[src/rtl/produto_escalar_ctrl.sv]
// produto_escalar_ctrl
// Front-end controller that shares one dot-product engine between two
// requesters. A round-robin arbiter picks a requester, its eight operand
// pairs are collected into an operand bank wired to the engine, the engine
// is started once, and its result (or a timeout error) is returned on a
// valid/ready result port tagged with the owner's ID.
module produto_escalar_ctrl #(
  parameter int N_ELEM  = 8,
  parameter int TIMEOUT = 1024
) (
  input  logic                     clk,
  input  logic                     rst,
  input  logic                     r0_valid,
  input  logic [31:0]              r0_a,
  input  logic [31:0]              r0_b,
  output logic                     r0_ready,
  input  logic                     r1_valid,
  input  logic [31:0]              r1_a,
  input  logic [31:0]              r1_b,
  output logic                     r1_ready,
  output logic                     res_valid,
  input  logic                     res_ready,
  output logic [63:0]              res_data,
  output logic                     res_id,
  output logic                     res_err,
  output logic [32*N_ELEM-1:0]     eng_a,
  output logic [32*N_ELEM-1:0]     eng_b,
  output logic                     eng_start,
  input  logic                     eng_done,
  input  logic [63:0]              eng_result,
  output logic                     busy
);

  localparam int CW = (N_ELEM > 1) ? $clog2(N_ELEM) : 1;
  localparam int TW = $clog2(TIMEOUT + 1);

  typedef enum logic [2:0] {
    ST_IDLE,
    ST_LOAD,
    ST_START,
    ST_WAIT,
    ST_RESP
  } state_t;

  state_t                   state_q, state_d;
  logic                     grant_q, grant_d;
  logic                     lastGrant_q, lastGrant_d;
  logic [CW-1:0]            beat_q, beat_d;
  logic [TW-1:0]            tmo_q, tmo_d;
  logic [63:0]              resData_q, resData_d;
  logic                     resErr_q, resErr_d;
  logic [N_ELEM-1:0][31:0]  bankA_q, bankA_d;
  logic [N_ELEM-1:0][31:0]  bankB_q, bankB_d;

  logic                     selValid;
  logic [31:0]              selA;
  logic [31:0]              selB;
  logic                     beatFire;

  // Route the granted requester's beat towards the operand bank.
  always_comb begin
    selValid = grant_q ? r1_valid : r0_valid;
    selA     = grant_q ? r1_a : r0_a;
    selB     = grant_q ? r1_b : r0_b;
    beatFire = (state_q == ST_LOAD) && selValid;
  end

  // Next-state logic: arbitration, operand collection, engine handshake,
  // timeout supervision and result hand-off.
  always_comb begin
    state_d     = state_q;
    grant_d     = grant_q;
    lastGrant_d = lastGrant_q;
    beat_d      = beat_q;
    tmo_d       = tmo_q;
    resData_d   = resData_q;
    resErr_d    = resErr_q;
    bankA_d     = bankA_q;
    bankB_d     = bankB_q;
    case (state_q)
      ST_IDLE: begin
        if (r0_valid || r1_valid) begin
          // On a tie the requester that was not served last time wins.
          if (r0_valid && r1_valid) grant_d = ~lastGrant_q;
          else                      grant_d = r1_valid;
          beat_d  = '0;
          state_d = ST_LOAD;
        end
      end
      ST_LOAD: begin
        if (beatFire) begin
          bankA_d[beat_q] = selA;
          bankB_d[beat_q] = selB;
          beat_d          = beat_q + CW'(1);
          if (beat_q == CW'(N_ELEM - 1)) state_d = ST_START;
        end
      end
      ST_START: begin
        // A done still high from the previous run must clear before starting.
        if (!eng_done) begin
          tmo_d   = '0;
          state_d = ST_WAIT;
        end
      end
      ST_WAIT: begin
        if (eng_done) begin
          resData_d = eng_result;
          resErr_d  = 1'b0;
          state_d   = ST_RESP;
        end else if (tmo_q == TW'(TIMEOUT - 1)) begin
          resData_d = '0;
          resErr_d  = 1'b1;
          state_d   = ST_RESP;
        end else begin
          tmo_d = tmo_q + TW'(1);
        end
      end
      ST_RESP: begin
        if (res_ready) begin
          lastGrant_d = grant_q;
          state_d     = ST_IDLE;
        end
      end
      default: state_d = ST_IDLE;
    endcase
  end

  // State and datapath registers with asynchronous active-low reset.
  always_ff @(posedge clk or negedge rst) begin
    if (!rst) begin
      state_q     <= ST_IDLE;
      grant_q     <= 1'b0;
      lastGrant_q <= 1'b1;
      beat_q      <= '0;
      tmo_q       <= '0;
      resData_q   <= '0;
      resErr_q    <= 1'b0;
      bankA_q     <= '0;
      bankB_q     <= '0;
    end else begin
      state_q     <= state_d;
      grant_q     <= grant_d;
      lastGrant_q <= lastGrant_d;
      beat_q      <= beat_d;
      tmo_q       <= tmo_d;
      resData_q   <= resData_d;
      resErr_q    <= resErr_d;
      bankA_q     <= bankA_d;
      bankB_q     <= bankB_d;
    end
  end

  // Outputs decoded from the registered state so reset clears them at once.
  always_comb begin
    r0_ready  = (state_q == ST_LOAD) && !grant_q;
    r1_ready  = (state_q == ST_LOAD) &&  grant_q;
    eng_start = (state_q == ST_START) && !eng_done;
    res_valid = (state_q == ST_RESP);
    busy      = (state_q != ST_IDLE);
    res_data  = resData_q;
    res_err   = resErr_q;
    res_id    = grant_q;
    eng_a     = bankA_q;
    eng_b     = bankB_q;
  end

endmodule
[config.mk]
export PLATFORM = sky130hd
export DESIGN_NAME = produto_escalar_ctrl
export DESIGN_NICKNAME = d
export VERILOG_FILES = /design/src/rtl/produto_escalar_ctrl.sv
export SDC_FILE = /design/constraint.sdc
export NUM_CORES = 1
export LEC_CHECK = 0
export ABC_AREA = 1
export CAP_MARGIN = 5
export CORE_AREA = 3 3 303 305
export CTS_CLUSTER_SIZE = 16
export DETAILED_ROUTE_END_ITERATION = 12
export DIE_AREA = 0 0 306 308
export SYNTH_ARGS = -nofsm -noshare
export SYNTH_HDL_FRONTEND = slang
export SYNTH_SLANG_ARGS = --single-unit
export TNS_END_PERCENT = 5
[constraint.sdc]
create_clock -name clk -period 1.6 [get_ports clk]
set_input_delay 0.32 -clock clk [delete_from_list [all_inputs] [get_ports clk]]
set_output_delay 0.32 -clock clk [all_outputs]
set_load 0.005 [all_outputs]
==> results of run 1 <==
[state kept, by name, indices dropped and copies added, names as in the netlist]
signal	flops
eng_b	256
lastGrant_q	1
res_id	1
state_q	3
tmo_q	11
res_data	64
beat_q	3
eng_a	256
res_err	1
[stage by stage]
step | cells | hold WS, ns | power, W | utilization (%)
final | 4385 | 0.1423 | 0.06067 | 42.02
after global routing | 4382 | 0.1135 | 0.06405 | 42.01
after CTS | 4352 | 0.08247 | 0.05987 | 40.01
after detailed placement | 4195 | 0.1815 | 0.04289 | 36.99
after global placement | 4195 | 0.1791 | 0.04257 | 36.99
after floorplan | 2182 | 0.02441 | 0.02825 | -
[repair_timing]
item                                    in CTS  in global routing
cloned                                      12                 30
hold buffers                                 1                  0
setup buffers                               20                  6
pin swaps                                    5                  4
resized for setup                          675                560
hold endpoints to repair                   184                  0
endpoints found under the setup margin    1141               1072
[synthesized netlist by cell type]
library cell | number | share of area (%)
nand2_1 | 697 | 12
ha_1 | 3 | 0.17
buf_2 | 63 | 1.4
xor2_1 | 2 | 0.077
buf_6 | 51 | 2.5
xnor2_1 | 1 | 0.039
nand3_1 | 85 | 1.9
buf_1 | 3 | 0.050
buf_4 | 11 | 0.36
a21oi_1 | 2 | 0.044
clkbuf_1 | 15 | 0.25
nand3b_1 | 1 | 0.033
dfrtp_1 | 595 | 66
o21ai_0 | 367 | 8.1
o21ai_1 | 157 | 3.5
nor3_4 | 1 | 0.072
dfstp_2 | 1 | 0.12
nand4_2 | 8 | 0.44
inv_1 | 20 | 0.33
inv_2 | 2 | 0.033
nand4_1 | 5 | 0.14
nor2_1 | 21 | 0.35
nor3_1 | 2 | 0.044
mux2i_1 | 64 | 2.8
nand2_2 | 3 | 0.083
nor2_2 | 2 | 0.055
[per-layer routing]
layer / track usage [%] / routed length [um]
met2: 31.41 / 46970
met3: 6.297 / 8888
met1: 22.96 / 41070
met5: 0 / 34
met4: 4.945 / 2544
[critical path, delay by kind of cell, from the launching register on]
kind / cells / cell delay (ns)
AND/OR/NAND/NOR: 3 / 0.31
buffers and inverters: 3 / 0.35
flip-flops: 1 / 0.40
[where the power goes]
part	switching (W)	internal (W)
sequential	0.00249	0.0193
clock	0.00676	0.00953
combinational	0.0110	0.0116
total	0.0202	0.0404
[cell families (layout without fill, tap and decap cells)]
| group | after synthesis | in the layout | synth area share (%) |
|---|---|---|---|
| adder cells (fa/ha/maj) | 3 | 3 | 0.1654 |
| XOR/XNOR | 3 | 3 | 0.1158 |
| AO/OA/AOI/OAI | 526 | 526 | 11.60 |
| multiplexers | 64 | 64 | 2.823 |
| other | 0 | 3 | 0 |
| flip-flops | 596 | 596 | 65.73 |
| AND/OR/NAND/NOR | 825 | 825 | 14.62 |
| buffers and inverters | 165 | 1189 | 4.946 |
[cell usage in the layout, fill, tap and decap left out, drive strengths merged]
cell	n
inv	28
buf	344
mux2i	64
nand2	700
clkinv	18
dlymetal6s2s	290
bufinv	4
dfstp	1
nand3	85
clkdlybuf4s15	45
clkbuf	114
dlygate4sd2	1
dfrtp	595
diode	3
dlygate4sd3	1
nor2	23
a21oi	2
xnor2	1
nand3b	1
xor2	2
o21ai	524
clkdlybuf4s50	344
nor3	3
nand4	13
ha	3
[layout make-up]
cell class                 count  area [um^2]  share of cell area, %
tap                         1176         1471                  3.908
clock buffer                  97         2013                  5.347
antenna                        3        7.507                0.01994
inverter                      22        82.58                 0.2193
multi-input combinational   1421         7296                  19.38
clock inverter                28        321.6                 0.8541
timing repair buffer        1042        11540                  30.64
sequential                   596        14920                  39.63
[worst paths after layout]
check / cells past startpoint / from / end / slack [ns]
setup / recovery: 6 / state_q[2] / r0_ready / -0.38
hold reg to reg: 2 / eng_a[94] / eng_a[94] / 0.48
max in group asynchronous: 4 / rst / eng_a[133] / 0.64
setup reg to reg: 10 / state_q[2] / eng_b[22] / -0.34
min in group clk: 3 / eng_result[29] / res_data[29] / 0.25
hold / removal: 2 / rst / eng_a[151] / 0.14
==> results list, run 1 <==
- Post-synth cell types: 26
- Post-synthesis to final-layout area growth: 65.92%
* Number of port buffers: 780
- For this design, the sink count on the clock tree is 596.
* Core outline area: 0.08960 mm^2
- Worst Setup Slack post-DPL: -0.6465 ns
* Iteration-0 DRC count of the detailed router: 1,379
- Path category of the worst min-delay check: in2async
- Violated checks: setup timing
- The post-route netlist has 20.52% of its cells at a drive strength greater than 1.
* Filler cell count in the final layout: 8,564
- Walking the worst path, the cells encountered are nor2_2 -> nand2_2 -> buf_6 -> buf_6 -> nor2_4 -> buf_6.
* Status: finished with violations
- Maximum net fanout on the critical path: 3
- Routability-driven placement finished with a final weighted congestion of 0.7979.
* Gr ovfl total: 0
- After detailed routing, the number of vias per cell comes to 4.556.
* Maximum level of the CTS H-tree: 3
* Post-route clock period utilization: 123.8%
- Crit path arrival time: 1.66 ns
- Setup TNS: -153.33 ns
* GRT Total Usage: 18.67%
- Routed wire length: 99,500 um
- Height of the die: 308 um
* CP required: 1.28 ns
- Endpoints failing setup: 711
- The cell area that synthesis handed to floorplanning was 0.02269 mm^2.
* Yosys warns: 0
- At the pin with the least slew margin, the transition time is 0.4529 ns.
- Initial core utilization: 25.33%
* Clock slew seen by the registers of the worst setup and hold paths: 0.06 ns
- Largest stage delay, worst path: 0.40 ns
* Source-to-sink clock delay at the later pin of the worst-skew pair: 0.62 ns
- Clock root buffer: clkbuf_16
- Once detail routing completed, the nets flagged for antenna violations numbered 0.
- Via Count: 19,980
- Initial antenna violation count: 11
- Of the synthesized area, sequential elements account for 65.73%.
* Half-perimeter wire length after placement: 63,560 um
- Buffer depth of the longest clock path: 3
* TritonCTS clock tree: built
- Final worst path period need: 1.981 ns
* Clock buffer count from CTS: 69
* Remaining design rule violation count: 0
* Register bit count reported by yosys: 596
- Row count: 110
* Maximum clock frequency: 0.5047 GHz
- The worst-case IR drop observed on VDD is 0.9492 mV.
- Minimum setup slack in the final design: -0.3812 ns
- Vias in the first global route: 19,560
- On the critical path, the stage with the largest delay is an instance of dfrtp_1.
- Dividing total power by cell area gives a power density of 1612 mW/mm^2.
- Mapped Cells: 2,182
- Maximum number of pins on one net before global-route repair: 77
* Number of hold-slack violations in the final timing report: 0
* Synthesized netlist net count: 2,383
- Worst setup path category: reg2out
- The placed instances occupy a cell area of 0.03314 mm^2.
- Routed wire per std cell: 22.69 um
- Largest clock skew in the final design: 0.03068 ns
* Total count of max-transition violations in the final report: 0
* Fin nets: 3,353
* I/O pins: 781
- Worst slew margin relative to its limit: 69.80%
- Mean Syn Cell Area: 10.40 um^2
- From left edge to right edge, the die measures 306 um.
* Standby leakage power: 21.59 nW
- The worst setup path is launched from a register.
- The cell that appears most often on the critical path is buf_6.
- Iteration count of the initial detailed-routing pass: 5
- First-pass GRT wire length: 132,800 um
* Unrepaired setup endpoints after global routing: true
- The finished cells cover 0.03765 mm^2.
- Across the run, the number of max-cap violations was 0.
- The die covers 0.09425 mm^2.
- STA classifies the critical path endpoint as an output port.
Power figures use the tool's default switching activity.
==> run 2: changes to the inputs <==
Settings changed: MAX_ROUTING_LAYER set to met4.
==> results list, run 2 (synthesis gave the netlist of run 1 again) <==
- No sink is reached through more buffers than the 3 on the longest clock path.
- Derived from the worst setup path, the maximum achievable clock frequency is 0.5011 GHz.
* Pin slew with the least headroom to its limit: 0.4594 ns
* Worst path top cell family by delay: buffers and inverters
- Of the available clock period, the critical path in the final layout requires 124.7%.
- Global routing used 19.25% of the available tracks across all layers.
- After global routing the overflow that remains totals 0.
- The routed design could run at a clock period as short as 1.996 ns.
* Number of hold-slack violations in the final timing report: 0
* Die area: 0.09425 mm^2
- Path category of the worst min-delay check: in2async
- Clock buffer count from CTS: 69
- The worst register-to-register path begins at res_id.
- Counting cells, the worst reg-to-reg path comes to 12.
- Fin nets: 3,360
- In this run the number of H-tree levels came out at 3.
* Worst Setup Slack post-DPL: -0.6465 ns
- Capturing point of the worst reg2reg path: eng_a[130]
- Summed over all layers, the routed wires come to 99,310 um.
* Vias in the first global route: 19,580
* Critical-path top delay cell: dfrtp_4
- Core outline area: 0.08960 mm^2
- Maxcap violations: 0
- The analysis attributes to cell leakage a power of 21.02 nW.
* Violated checks: setup timing
* Via-to-Cell Ratio: 4.560
- For this design the ratio of total power to cell area is 1617 mW/mm^2.
* First-pass GRT wire length: 132,600 um
- Startpoint types: register
* Worst-case register-to-register setup slack: -0.40 ns
- The detailed router placed 20,030 vias in this run.
* Height of the die: 308 um
- Of the cells placed in the final design, the portion with a size suffix greater than 1 is 21.26%.
- Iteration-0 DRC count of the detailed router: 1,529
- The area growth from synthesis to layout is 66.71%.
- Along the worst path, the maximum fanout reaches 8.
- Cells traversed along the worst timing path: buf_6 -> buf_6 -> o21ai_4 -> nor2_4 -> buf_12 -> buf_8 -> nand4_4 -> buf_12 -> buf_12 -> clkbuf_16 -> nand2_2 -> o21ai_1
* Clock root buffer: clkbuf_16
- Routed Antenna Nets: 0
- In this run, placement finished with an instance count of 4,195.
- Commonest cells after routing, fill and taps aside: nand2_1, dfrtp_1, clkdlybuf4s50_1
- The library cell used most frequently in the layout, excluding fill and tap cells, is nand2_1.
- Endpoints failing setup: 759
* Number of port buffers: 780
* Status: finished with violations
- The pre-antenna-repair detailed-routing pass consisted of 6 iterations.
* Largest stage delay, worst path: 0.50 ns
- Initial core utilization: 25.33%
* Kind of capture point of the worst setup path: register
- Minimum setup slack in the final design: -0.3958 ns
- The number of buffers and inverters on the critical path is 7.
- I/O pins: 781
- The worst-case IR drop observed on VDD is 0.9416 mV.
- The number of pins with negative max-slew slack in the final report is 0.
- Chip width: 306 um
- Cell seen most often among critical-path stages: buf_12
- TritonCTS built the clock tree.
- Unrepaired setup endpoints after global routing: true
* Critical path depth: 12
* Routed wire per std cell: 22.61 um
* Row count: 110
* Worst setup path category: reg2reg
- Remaining design rule violation count: 0
- For the worst setup path, the data required time is 2.12 ns.
- Worst hold margin: 0.1458 ns
- Cells fill 42.22% of the core in the end.
* Termination of the worst setup path: eng_a[130]
- Initial antenna violation count: 7
- Clock-pin slew was measured on the worst setup and hold paths at 0.06 ns.
* Maximum number of pins on one net before global-route repair: 77
* Worst slew margin relative to its limit: 69.37%
* Routability congestion estimate from global placement: 0.8092
- Source-to-sink clock delay at the later pin of the worst-skew pair: 0.62 ns
- Final non-filler cell total: 4,392
- Setup TNS: -176.75 ns
- Crit path arrival time: 2.52 ns
- The clock net in this run drives a total of 596 sinks.
- Between clock sinks in the finished design, the worst skew comes to 0.03150 ns.
- The most critical setup path has its startpoint at res_id.
* Half-perimeter wire length after placement: 63,560 um
run 2: routing by layer:
metal  track usage (%)  up-vias  wire, um
met3             6.091      166      8566
met4             4.933        0      2715
li1                  -     9228         -
met1             23.15     9848     41220
met2             31.40      786     46810
met5                 -        -         0
run 2: area by class of cell:
class / count / area [um^2]
Clock buffer: 97 / 2013
Tap cell: 1176 / 1471
Inverter: 22 / 82.58
Clock inverter: 28 / 321.6
Antenna cell: 3 / 7.507
Timing Repair Buffer: 1049 / 11660
Fill cell: 8529 / 51770
Multi-Input combinational cell: 1421 / 7357
Sequential cell: 596 / 14920
run 2: worst min-delay path by stage:
| stage | from | endpoint | slack [ns] | cells past startpoint |
|---|---|---|---|---|
| 2_1_floorplan | rst | beat_q[0] | 0.02 | 0 |
| 3_3_place_gp | rst | eng_a[125] | 0.18 | 1 |
| 3_5_place_dp | rst | eng_a[151] | 0.18 | 1 |
| 4_1_cts | rst | eng_a[151] | 0.08 | 2 |
| 5_1_grt | rst | eng_a[125] | 0.12 | 2 |
| 6_report | rst | eng_a[151] | 0.15 | 2 |
run 2: power by group:
group          internal [W]  switching (W)
clock               0.00953        0.00675
sequential           0.0193        0.00249
combinational        0.0119         0.0111
total                0.0408         0.0204
run 2: per-stage QoR:
step / area, um^2 / power (W)
2_1_floorplan: 22710 / 0.02825
3_3_place_gp: 33140 / 0.04257
3_5_place_dp: 33140 / 0.04289
4_1_cts: 35850 / 0.05987
5_1_grt: 37830 / 0.06457
6_report: 37830 / 0.06118
run 2: repair_timing:
| item | 4_1_cts | 5_1_grt |
|---|---|---|
| buffers inserted | 20 | 11 |
| gates resized for setup | 675 | 527 |
| hold buffers | 1 | 0 |
| endpoints found under the setup margin | 1141 | 1072 |
| pin swaps | 5 | 5 |
| endpoints found under the hold margin | 184 | 0 |
| cloned | 12 | 31 |
run 2: worst register-to-register path, cell delays in order, from the launching register on:
cell and delay (ns):
dfrtp_4 0.50, buf_6 0.14, buf_6 0.11, o21ai_4 0.17, nor2_4 0.05, buf_12 0.13, buf_8 0.12, nand4_4 0.06
buf_12 0.20, buf_12 0.17, clkbuf_16 0.17, nand2_2 0.05, o21ai_1 0.06
